<file path="src/rtl/crc_rx_check.sv">
// crc_rx_check
//   Receive-side CRC checker for the de-stuffed serial stream that follows
//   the PID. Bits arrive LSB-first. Each packet runs either CRC5 (token) or
//   CRC16 (data). At end of packet the register is compared with the protocol
//   residual and the bit count is checked against the length rules. One
//   registered verdict is reported per packet.
//
// Ports
//   clk_c      in   clock
//   reset_n    in   asynchronous active-low reset
//   halt_rx    in   1 = stall; nothing is sampled or updated this cycle
//   pkt_start  in   pulse: a new packet begins with the next bit
//   crc_sel    in   0 = CRC5, 1 = CRC16; sampled with pkt_start
//   data_in    in   serial data bit, consumed in RUN
//   pkt_end    in   pulse after the last CRC bit; data_in ignored that cycle
//   busy       out  1 while a packet is being received
//   done       out  one-cycle (un-halted) verdict strobe
//   crc_ok     out  residual matched; held until the next packet start
//   crc_err    out  residual mismatch; held until the next packet start
//   len_err    out  length rule violated; held until the next packet start
//   bit_cnt    out  bits consumed in the current/last packet (saturating)
//   crc_int    out  live CRC register, CRC5 zero-extended in [4:0]
module crc_rx_check #(
  parameter int CNT_W = 14
) (
  input  logic             clk_c,
  input  logic             reset_n,
  input  logic             halt_rx,
  input  logic             pkt_start,
  input  logic             crc_sel,
  input  logic             data_in,
  input  logic             pkt_end,
  output logic             busy,
  output logic             done,
  output logic             crc_ok,
  output logic             crc_err,
  output logic             len_err,
  output logic [CNT_W-1:0] bit_cnt,
  output logic [15:0]      crc_int
);

  localparam logic [4:0]  POLY5  = 5'b00101;
  localparam logic [4:0]  INIT5  = 5'h1F;
  localparam logic [4:0]  RES5   = 5'b01100;
  localparam logic [15:0] POLY16 = 16'h8005;
  localparam logic [15:0] INIT16 = 16'hFFFF;
  localparam logic [15:0] RES16  = 16'h800D;

  typedef enum logic [1:0] {
    IDLE = 2'd0,
    RUN  = 2'd1,
    DONE = 2'd2
  } state_t;

  state_t state;
  logic   sel;        // CRC width latched for the packet in progress
  logic   res_match;

  // One serial LFSR step; MSB-side feedback with the selected polynomial.
  function automatic logic [15:0] crc_step(input logic [15:0] crc,
                                           input logic        sel16,
                                           input logic        bit_in);
    logic        fb;
    logic [15:0] nxt;
    if (sel16) begin
      fb  = bit_in ^ crc[15];
      nxt = {crc[14:0], 1'b0} ^ (fb ? POLY16 : 16'h0000);
    end else begin
      fb  = bit_in ^ crc[4];
      nxt = {11'h000, crc[3:0], 1'b0} ^ {11'h000, (fb ? POLY5 : 5'h00)};
    end
    return nxt;
  endfunction

  // Counter sticks at all-ones so an overlong packet can never wrap back
  // into a legal length.
  function automatic logic [CNT_W-1:0] sat_inc(input logic [CNT_W-1:0] cnt);
    return (&cnt) ? cnt : cnt + CNT_W'(1);
  endfunction

  // Token: exactly 11 payload bits + 5 CRC bits. Data: whole bytes, at least
  // the 16 CRC bits. A saturated counter is always a length error.
  function automatic logic len_bad(input logic             sel16,
                                   input logic [CNT_W-1:0] cnt);
    logic bad;
    if (&cnt)
      bad = 1'b1;
    else if (sel16)
      bad = (cnt < CNT_W'(16)) || (cnt[2:0] != 3'd0);
    else
      bad = (cnt != CNT_W'(16));
    return bad;
  endfunction

  assign res_match = sel ? (crc_int == RES16) : (crc_int[4:0] == RES5);

  always_ff @(posedge clk_c or negedge reset_n) begin
    if (!reset_n) begin
      state   <= IDLE;
      sel     <= 1'b0;
      busy    <= 1'b0;
      done    <= 1'b0;
      crc_ok  <= 1'b0;
      crc_err <= 1'b0;
      len_err <= 1'b0;
      bit_cnt <= '0;
      crc_int <= 16'h0000;
    end else if (!halt_rx) begin
      done <= 1'b0;
      // A start is honoured in every state: it begins a packet from IDLE,
      // aborts one in RUN (winning over pkt_end), and follows the verdict
      // cycle in DONE.
      if (pkt_start) begin
        state   <= RUN;
        sel     <= crc_sel;
        busy    <= 1'b1;
        crc_ok  <= 1'b0;
        crc_err <= 1'b0;
        len_err <= 1'b0;
        bit_cnt <= '0;
        crc_int <= crc_sel ? INIT16 : {11'h000, INIT5};
      end else begin
        unique case (state)
          IDLE: begin
            state <= IDLE;
          end
          RUN: begin
            if (pkt_end) begin
              state   <= DONE;
              busy    <= 1'b0;
              done    <= 1'b1;
              crc_ok  <= res_match;
              crc_err <= !res_match;
              len_err <= len_bad(sel, bit_cnt);
            end else begin
              crc_int <= crc_step(crc_int, sel, data_in);
              bit_cnt <= sat_inc(bit_cnt);
            end
          end
          DONE: begin
            state <= IDLE;
          end
          default: begin
            state <= IDLE;
            busy  <= 1'b0;
          end
        endcase
      end
    end
  end

endmodule

</file>
<file path="config.mk">
export PLATFORM = sky130hd
export DESIGN_NAME = crc_rx_check
export DESIGN_NICKNAME = d
export VERILOG_FILES = /design/src/rtl/crc_rx_check.sv
export SDC_FILE = /design/constraint.sdc
export NUM_CORES = 1
export LEC_CHECK = 0
export ABC_AREA = 1
export BUFFER_PORTS_ARGS = -buffer_cell sky130_fd_sc_hd__buf_2
export CORE_AREA = 2 2 70 72
export DETAILED_ROUTE_END_ITERATION = 8
export DIE_AREA = 0 0 72 74
export PLACE_DENSITY = 0.73
export RECOVER_POWER = 100
export SLEW_MARGIN = 20
export SYNTH_ARGS = -nofsm -noshare
export SYNTH_HDL_FRONTEND = slang
export SYNTH_SLANG_ARGS = --single-unit
</file>
<file path="constraint.sdc">
create_clock -name clk_c -period 1.4 [get_ports clk_c]
set_input_delay 0.21 -clock clk_c [delete_from_list [all_inputs] [get_ports clk_c]]
set_output_delay 0.21 -clock clk_c [all_outputs]
set_load 0.005 [all_outputs]
</file>
==> results of run 1 <==
-- power by group through the flow --
stage                     clock, mW  combinational, mW  sequential [mW]
after global placement            0              0.558             1.35
final                          1.18              0.610             1.33
after global routing           1.22              0.691             1.35
after floorplan                   0              0.318             1.35
after CTS                      1.19              0.600             1.33
after detailed placement          0              0.576             1.35
-- worst max-delay path, delay by kind of cell (launching register included) --
| family | cells | cell delay, ps |
|---|---|---|
| AOI/OAI and AO/OA | 1 | 80 |
| adders and majority gates | 1 | 150 |
| buffers and inverters | 2 | 170 |
| DFF | 1 | 420 |
| and+or+nand+nor | 6 | 490 |
-- stage by stage --
step / hold slack [ps] / setup WS, ps / setup TNS, ps / cell area [µm²] / instances
after floorplan: -85.6 / -11.1 / -41.4 / 2170 / 279
after global placement: 287 / 15.5 / 0 / 2640 / 397
after detailed placement: 290 / -14.0 / -43.5 / 2640 / 397
after CTS: 145 / 13.6 / 0 / 2820 / 409
after global routing: 160 / -82.7 / -948 / 2850 / 411
final: 147 / 30.1 / 0 / 2850 / 411
-- final timing paths --
kind	start	to	slack (ps)	depth (start not counted)
setup / recovery	bit_cnt[0]	bit_cnt[0]	30	10
hold / removal	halt_rx	done	150	3
setup reg to reg	bit_cnt[0]	bit_cnt[0]	30	10
hold reg to reg	done	done	490	2
max in group asynchronous	reset_n	bit_cnt[0]	160	3
min in group asynchronous	reset_n	bit_cnt[2]	630	3
-- sequential cells by signal, indices dropped and copies added, names as in the netlist --
register and cells:
crc_int 16, bit_cnt 14, state 2, busy 1, crc_err 1, crc_ok 1, done 1, len_err 1
sel 1
-- metal layers --
metal / GRT usage (%) / wire, µm
met1: 31.6 / 2570
met2: 34.9 / 2530
met3: 4.34 / 263
met4: 5.66 / 57
met5: 0 / 0
-- layout by cell type, fill, tap and decap left out, types with 2 or more instances in the layout --
master | Yosys | layout
nand4_1 | 10 | 10
a22oi_1 | 4 | 4
nand2_1 | 82 | 78
o21ai_0 | 6 | 4
a2bb2oi_1 | 9 | 9
dfrtp_2 | 0 | 2
a21oi_1 | 5 | 4
or2_2 | 2 | 2
o21ai_1 | 0 | 2
o21ai_2 | 6 | 6
bufinv_16 | 0 | 2
clkbuf_1 | 2 | 8
nor2_4 | 1 | 3
nor2_2 | 3 | 5
buf_4 | 0 | 31
xor2_1 | 6 | 6
buf_6 | 1 | 2
clkbuf_8 | 0 | 6
nand2_2 | 6 | 10
inv_1 | 30 | 29
nand3_1 | 22 | 22
buf_2 | 4 | 34
inv_2 | 1 | 2
nor2_1 | 33 | 29
dfrtp_1 | 38 | 36
buf_12 | 1 | 2
-- logic make-up after synthesis --
group | Yosys count | share of synthesized area, %
compound gates | 32 | 10.7
fa+ha+maj | 2 | 1.16
buf+inv | 39 | 8.15
simple gates | 161 | 32.8
flops | 38 | 44.3
xor+xnor | 7 | 2.85
-- area by class of cell --
cell class,count,area share (%)
clock buffer,6,2.89
multi-input combinational,202,37.4
clock inverter,2,2.10
timing repair buffer,78,17.7
tap,54,2.37
sequential,38,33.4
inverter,31,4.08
-- repair_timing --
item	CTS	global route
endpoints found under the hold margin	38	0
pin swaps	0	0
setup endpoints to repair	10	32
setup buffers	3	1
cloned	0	1
hold buffers	1	0
gates resized for setup	5	13
==> flow_summary_export.csv, run 1 <==
group,metric,value,unit
run_status,status,"finished clean",
worst_setup_path,endpoint_kind,"flip-flop",
worst_setup_path,crit_required,1620,ps
synthesis,ys_warn_count,0,
floorplan,rows,25,
synthesis,synth_edf_count,0,
power,p_int,2.26,mW
floorplan,ios,42,
timing,rsz0062_at_grt,"true",
synthesis,ys_types,27,
floorplan,core-area,4600,µm²
synthesis,yosysTopAreaCell,"dfrtp_1",
power,power_frac_clock,37.7,%
synthesis,synth_area_leaders,"dfrtp_1, nand2_1, nor2_1",
synthesis,syn_area_per_cell,7.70,µm²
global_routing,grt_pass1_wl,9320,µm
timing,max_freq,730,MHz
power,swShare,27.4,%
synthesis,yosysSeqAreaShare,44.3,%
synthesis,yosys_most_used_dff,"dfrtp_1",
finish,num-fill-cells,419,
synthesis,syn_nets,288,
routing,drt_iter0_drc,157,
clock_tree,clk_latency,290,ps
worst_setup_path,crit_type,"reg -> reg",
worst_setup_path,cp_data_arrival_time,1590,ps
finish,syn2layout_area_growth,32.8,%
timing,skew,2.59,ps
finish,final_core_util,62.1,%
clock_tree,cts.path.max_buffers,2,
global_routing,grt_max_degree,39,
floorplan,die_w,72,µm
routing,wl_per_cell,13.2,µm
floorplan,dieArea,5330,µm²
worst_setup_path,start_kind,"flip-flop",
finish,final_nets,365,
global_routing,grt_pass1_vias,2010,
worst_setup_path,cp_slowest_stage_delay,420,ps
global_routing,antenna_found_initial,0,
synthesis,netlist_instances,279,
power,combPwrFrac,19.6,%
worst_setup_path,crit_chain,"ha_4 > inv_2 > nor2_4 > nand2_2 > nor2_2 > nand3_2 > nand2_4 > buf_12 > nand2_1 > o21ai_1",
routing,detail-route-antenna-nets,0,
power,p_seq_share,42.8,%
timing,period_minus_slack,1370,ps
finish,diodes,0,
finish,multi_input_area,1070,µm²
clock_tree,htreeDepth,2,
synthesis,synthTopCellsByCount,"nand2_1, dfrtp_1, nor2_1, inv_1, nand3_1",
synthesis,yosysMostFrequentCell,"nand2_1",
routing,drc,0,
routing,vias,2111,
worst_setup_path,crit_slowest_cell,"dfrtp_2",
timing,setup_viol,0,
synthesis,async_reset_ff_share,100,%
worst_hold_path,hold_class,"in -> reg",
worst_setup_path,worstPathMaxFanout,13,
global_routing,grt_overflow_total,0,
placement,io_buffers,41,
placement,gp_congestion,0.951,
routing,wl,5420,µm
floorplan,start_util,46.7,%
timing,hold_violations,0,
synthesis,synth.top_cell.area_share,44.3,%
clock_tree,root_buffer,"clkbuf_8",
run,maxCapViolCount,0,
power,power.switching,0.856,mW
routing,dr.pass1.iters,4,
power,ir_drop,0.825,mV
timing,max_slew.worst_pin.slew,855,ps
finish,drive_above_1_share,31.1,%
timing,slew-limit-headroom,43.0,%
timing,period_share,97.8,%
synthesis,netlist_area,2150,µm²
power,p_leak,1.45,nW
clock_tree,cts.sinks,38,
clock_tree,cts_tree,"built",
finish,ff_latch_area,953,µm²
clock_tree,cts_buffers,5,
timing,finalMaxSlewViolations,0,
floorplan,die_h,74,µm
power,finalPower,3.12,mW
clock_tree,path_clk_slew,80,ps
global_routing,grtUsageTotal,22.1,%
routing,avgViaCountPerCell,5.14,
placement,hpwl,3900,µm
power,power_density,1090,nW/µm²
synthesis,synth_seq_cells,38,
(Power assumes the default switching activity.)
==> inputs of run 2 (changes only) <==
- ABC_AREA: 1 -> not set
- CORE_AREA: 2 2 70 72 -> 2 2 67 69
- DIE_AREA: 0 0 72 74 -> 0 0 69 71
- PLACE_DENSITY: 0.73 -> 0.74
==> flow_summary_export.csv, run 2 <==
group,metric,value,unit
finish,ff_latch_area,952,µm²
finish,drive_above_1_share,49.4,%
power,power_frac_clock,27.5,%
clock_tree,cts_tree,"built",
routing,avgViaCountPerCell,5.82,
synthesis,netlist_instances,203,
clock_tree,cts.path.max_buffers,2,
finish,regMostFlops,"crc_int",
floorplan,start_util,47.0,%
worst_setup_path,crit_type,"reg -> reg",
power,p_int,1.97,mW
synthesis,synth.top_cell.area_share,48.2,%
power,p_leak,1.37,nW
placement,hpwl,3860,µm
worst_setup_path,start_kind,"flip-flop",
finish,syn2layout_area_growth,57.4,%
synthesis,async_reset_ff_share,100,%
timing,rsz0062_at_grt,"true",
worst_setup_path,crit_chain,"ha_4 > nand4_1 > or4_4 > a31oi_4 > a41o_1",
global_routing,grt_overflow_total,0,
routing,drc,0,
clock_tree,root_buffer,"clkbuf_8",
finish,largest_registers,"crc_int x16, bit_cnt x14, state x2",
synthesis,syn_area_per_cell,9.73,µm²
synthesis,synth_seq_cells,38,
worst_setup_path,crit_slowest_cell,"or4_4",
worst_setup_path,worstPathMaxFanout,4,
timing,skew,10.8,ps
finish,final_core_util,73.9,%
global_routing,grt_max_degree,18,
timing,slew-limit-headroom,51.9,%
worst_setup_path,cp_slowest_stage_delay,580,ps
power,power_density,926,nW/µm²
timing,max_slew.worst_pin.slew,721,ps
routing,vias,2165,
synthesis,netlist_area,1970,µm²
clock_tree,cts_buffers,5,
run,maxCapViolCount,0,
synthesis,synth_area_leaders,"dfrtp_1, nand2_1, a21oi_1",
synthesis,yosysTopAreaCell,"dfrtp_1",
run_status,status,"finished, violations left",
timing,finalHoldWorstSlack,221,ps
synthesis,yosys_most_used_dff,"dfrtp_1",
worst_setup_path,crit_required,1640,ps
finish,num-fill-cells,316,
power,power.switching,0.910,mW
finish,largest_reg_flops,16,
synthesis,synth_edf_count,0,
synthesis,yosysSeqAreaShare,48.2,%
clock_tree,path_clk_slew,80,ps
worst_hold_path,hold_depth,3,
timing,finalMaxSlewViolations,0,
timing,hold_violations,0,
synthesis,ys_warn_count,0,
timing,setup_viol,33,
global_routing,antenna_found_initial,0,
power,p_seq_share,44.9,%
timing,max_freq,592,MHz
floorplan,dieArea,4900,µm²
worst_setup_path,worst-path-buf-inv,0,
clock_tree,htreeDepth,2,
global_routing,grt_pass1_vias,2134,
global_routing,grt_pass1_wl,9890,µm
power,swShare,31.6,%
worst_hold_path,hold_class,"in -> reg",
synthesis,yosysMostFrequentCell,"dfrtp_1",
finish,multi_input_area,1270,µm²
clock_tree,cts.sinks,38,
synthesis,synthTopCellsByCount,"dfrtp_1, nand2_1, a21oi_1, nor2_1, o31ai_1",
floorplan,die_w,69,µm
floorplan,die_h,71,µm
floorplan,core-area,4200,µm²
finish,final_common_cell,"buf_4",
finish,diodes,0,
power,combPwrFrac,27.6,%
routing,drt_iter0_drc,129,
routing,wl_per_cell,17.4,µm
worst_setup_path,cp_data_arrival_time,1920,ps
placement,io_buffers,41,
routing,dr.pass1.iters,4,
placement,gp_congestion,0.813,
worst_setup_path,crit_cells,5,
routing,detail-route-antenna-nets,0,
worst_setup_path,ff2ff_path_depth,5,
power,ir_drop,0.704,mV
worst_setup_path,critPathTopFamily,"simple AND/OR/NAND/NOR gates",
global_routing,grtUsageTotal,25.4,%
synthesis,ys_types,47,
run_status,violations,"setup timing",
routing,wl,6490,µm
clock_tree,clk_latency,300,ps
worst_setup_path,endpoint_kind,"flip-flop",
finish,final_nets,329,
timing,period_share,121,%
synthesis,syn_nets,212,
timing,period_minus_slack,1690,ps
floorplan,ios,42,
finish,most-common-layout-cells,"buf_4, buf_2, dfrtp_1",
timing,setup_slack,-288,ps
floorplan,rows,24,
==> run 2: cell types whose count changed in the layout (fill, tap and decap cells not counted), moves of 9 or more <==
cell	delta
clkbuf_1	+15
buf_4	+9
a21oi_2	+15
nand2_1	-48
nand3_1	-19
nand2_2	-9
inv_1	-23
nor2_1	-22
a2bb2oi_1	-9
==> run 2: metrics by stage <==
stage / TNS [ps] / total power [mW] / setup slack, ps / cells / area [µm²]
floorplan: -5460 / 1.60 / -278 / 203 / 2030
CTS: -7540 / 2.88 / -305 / 370 / 3030
finish: -6670 / 2.88 / -288 / 372 / 3110
detailed placement: -9730 / 1.98 / -409 / 346 / 2680
global route: -8420 / 3.00 / -343 / 372 / 3110
global placement: -8400 / 1.96 / -336 / 346 / 2680
==> run 2: path summary, 6_finish.rpt <==
| kind | startpoint | to | slack (ps) |
|---|---|---|---|
| min in group asynchronous | reset_n | len_err | 470 |
| setup reg to reg | bit_cnt[1] | bit_cnt[2] | -290 |
| max in group asynchronous | reset_n | crc_int[0] | 140 |
| setup / recovery | bit_cnt[1] | bit_cnt[2] | -290 |
| hold reg to reg | crc_err | crc_err | 490 |
| hold / removal | crc_sel | sel | 220 |
==> run 2: power by group through the flow <==
stage / combinational, mW / clock, mW / sequential, mW
6_report: 0.793 / 0.792 / 1.29
5_1_grt: 0.866 / 0.826 / 1.30
4_1_cts: 0.797 / 0.791 / 1.29
3_5_place_dp: 0.672 / 0 / 1.31
3_3_place_gp: 0.662 / 0 / 1.30
2_1_floorplan: 0.246 / 0 / 1.35
==> run 2: cell type report <==
class | count | area share (%)
timing repair buffer | 115 | 22.8
inverter | 6 | 0.725
sequential | 38 | 30.6
clock buffer | 7 | 2.78
multi-input combinational | 154 | 40.9
tap | 52 | 2.09
==> run 2: what timing repair did <==
item / 4_1_cts / 5_1_grt
gates cloned: 3 / 1
buffers inserted: 13 / 3
gates resized for setup: 27 / 41
setup endpoints to repair: 33 / 33
endpoints found under the hold margin: 11 / 0
pin swaps: 19 / 22
hold buffers: 1 / 0
==> run 2: per-layer routing <==
layer	track usage (%)	up-vias	routed length (µm)
met5	0	-	0
met4	12.6	0	221
met3	4.70	23	322
met2	45.0	83	3340
met1	29.5	1066	2600
li1	-	993	-
==> run 2: logic make-up (layout without fill, tap and decap cells) <==
logic type                 Yosys count  after routing  synth area share [%]
and+or+nand+nor                     90             92                  26.5
AOI/OAI and AO/OA                   54             55                  17.8
DFF                                 38             38                  48.2
buffers and inverters               14            128                  3.93
xor gates and xnor gates             3              3                  1.33
adders and majority gates            2              2                  1.27
muxes                                2              2                  1.01
==> run 2: tightest hold or removal path, stage by stage <==
cell	delay [ps]
buf_2	160
nand2_1	70
nand2_1	40
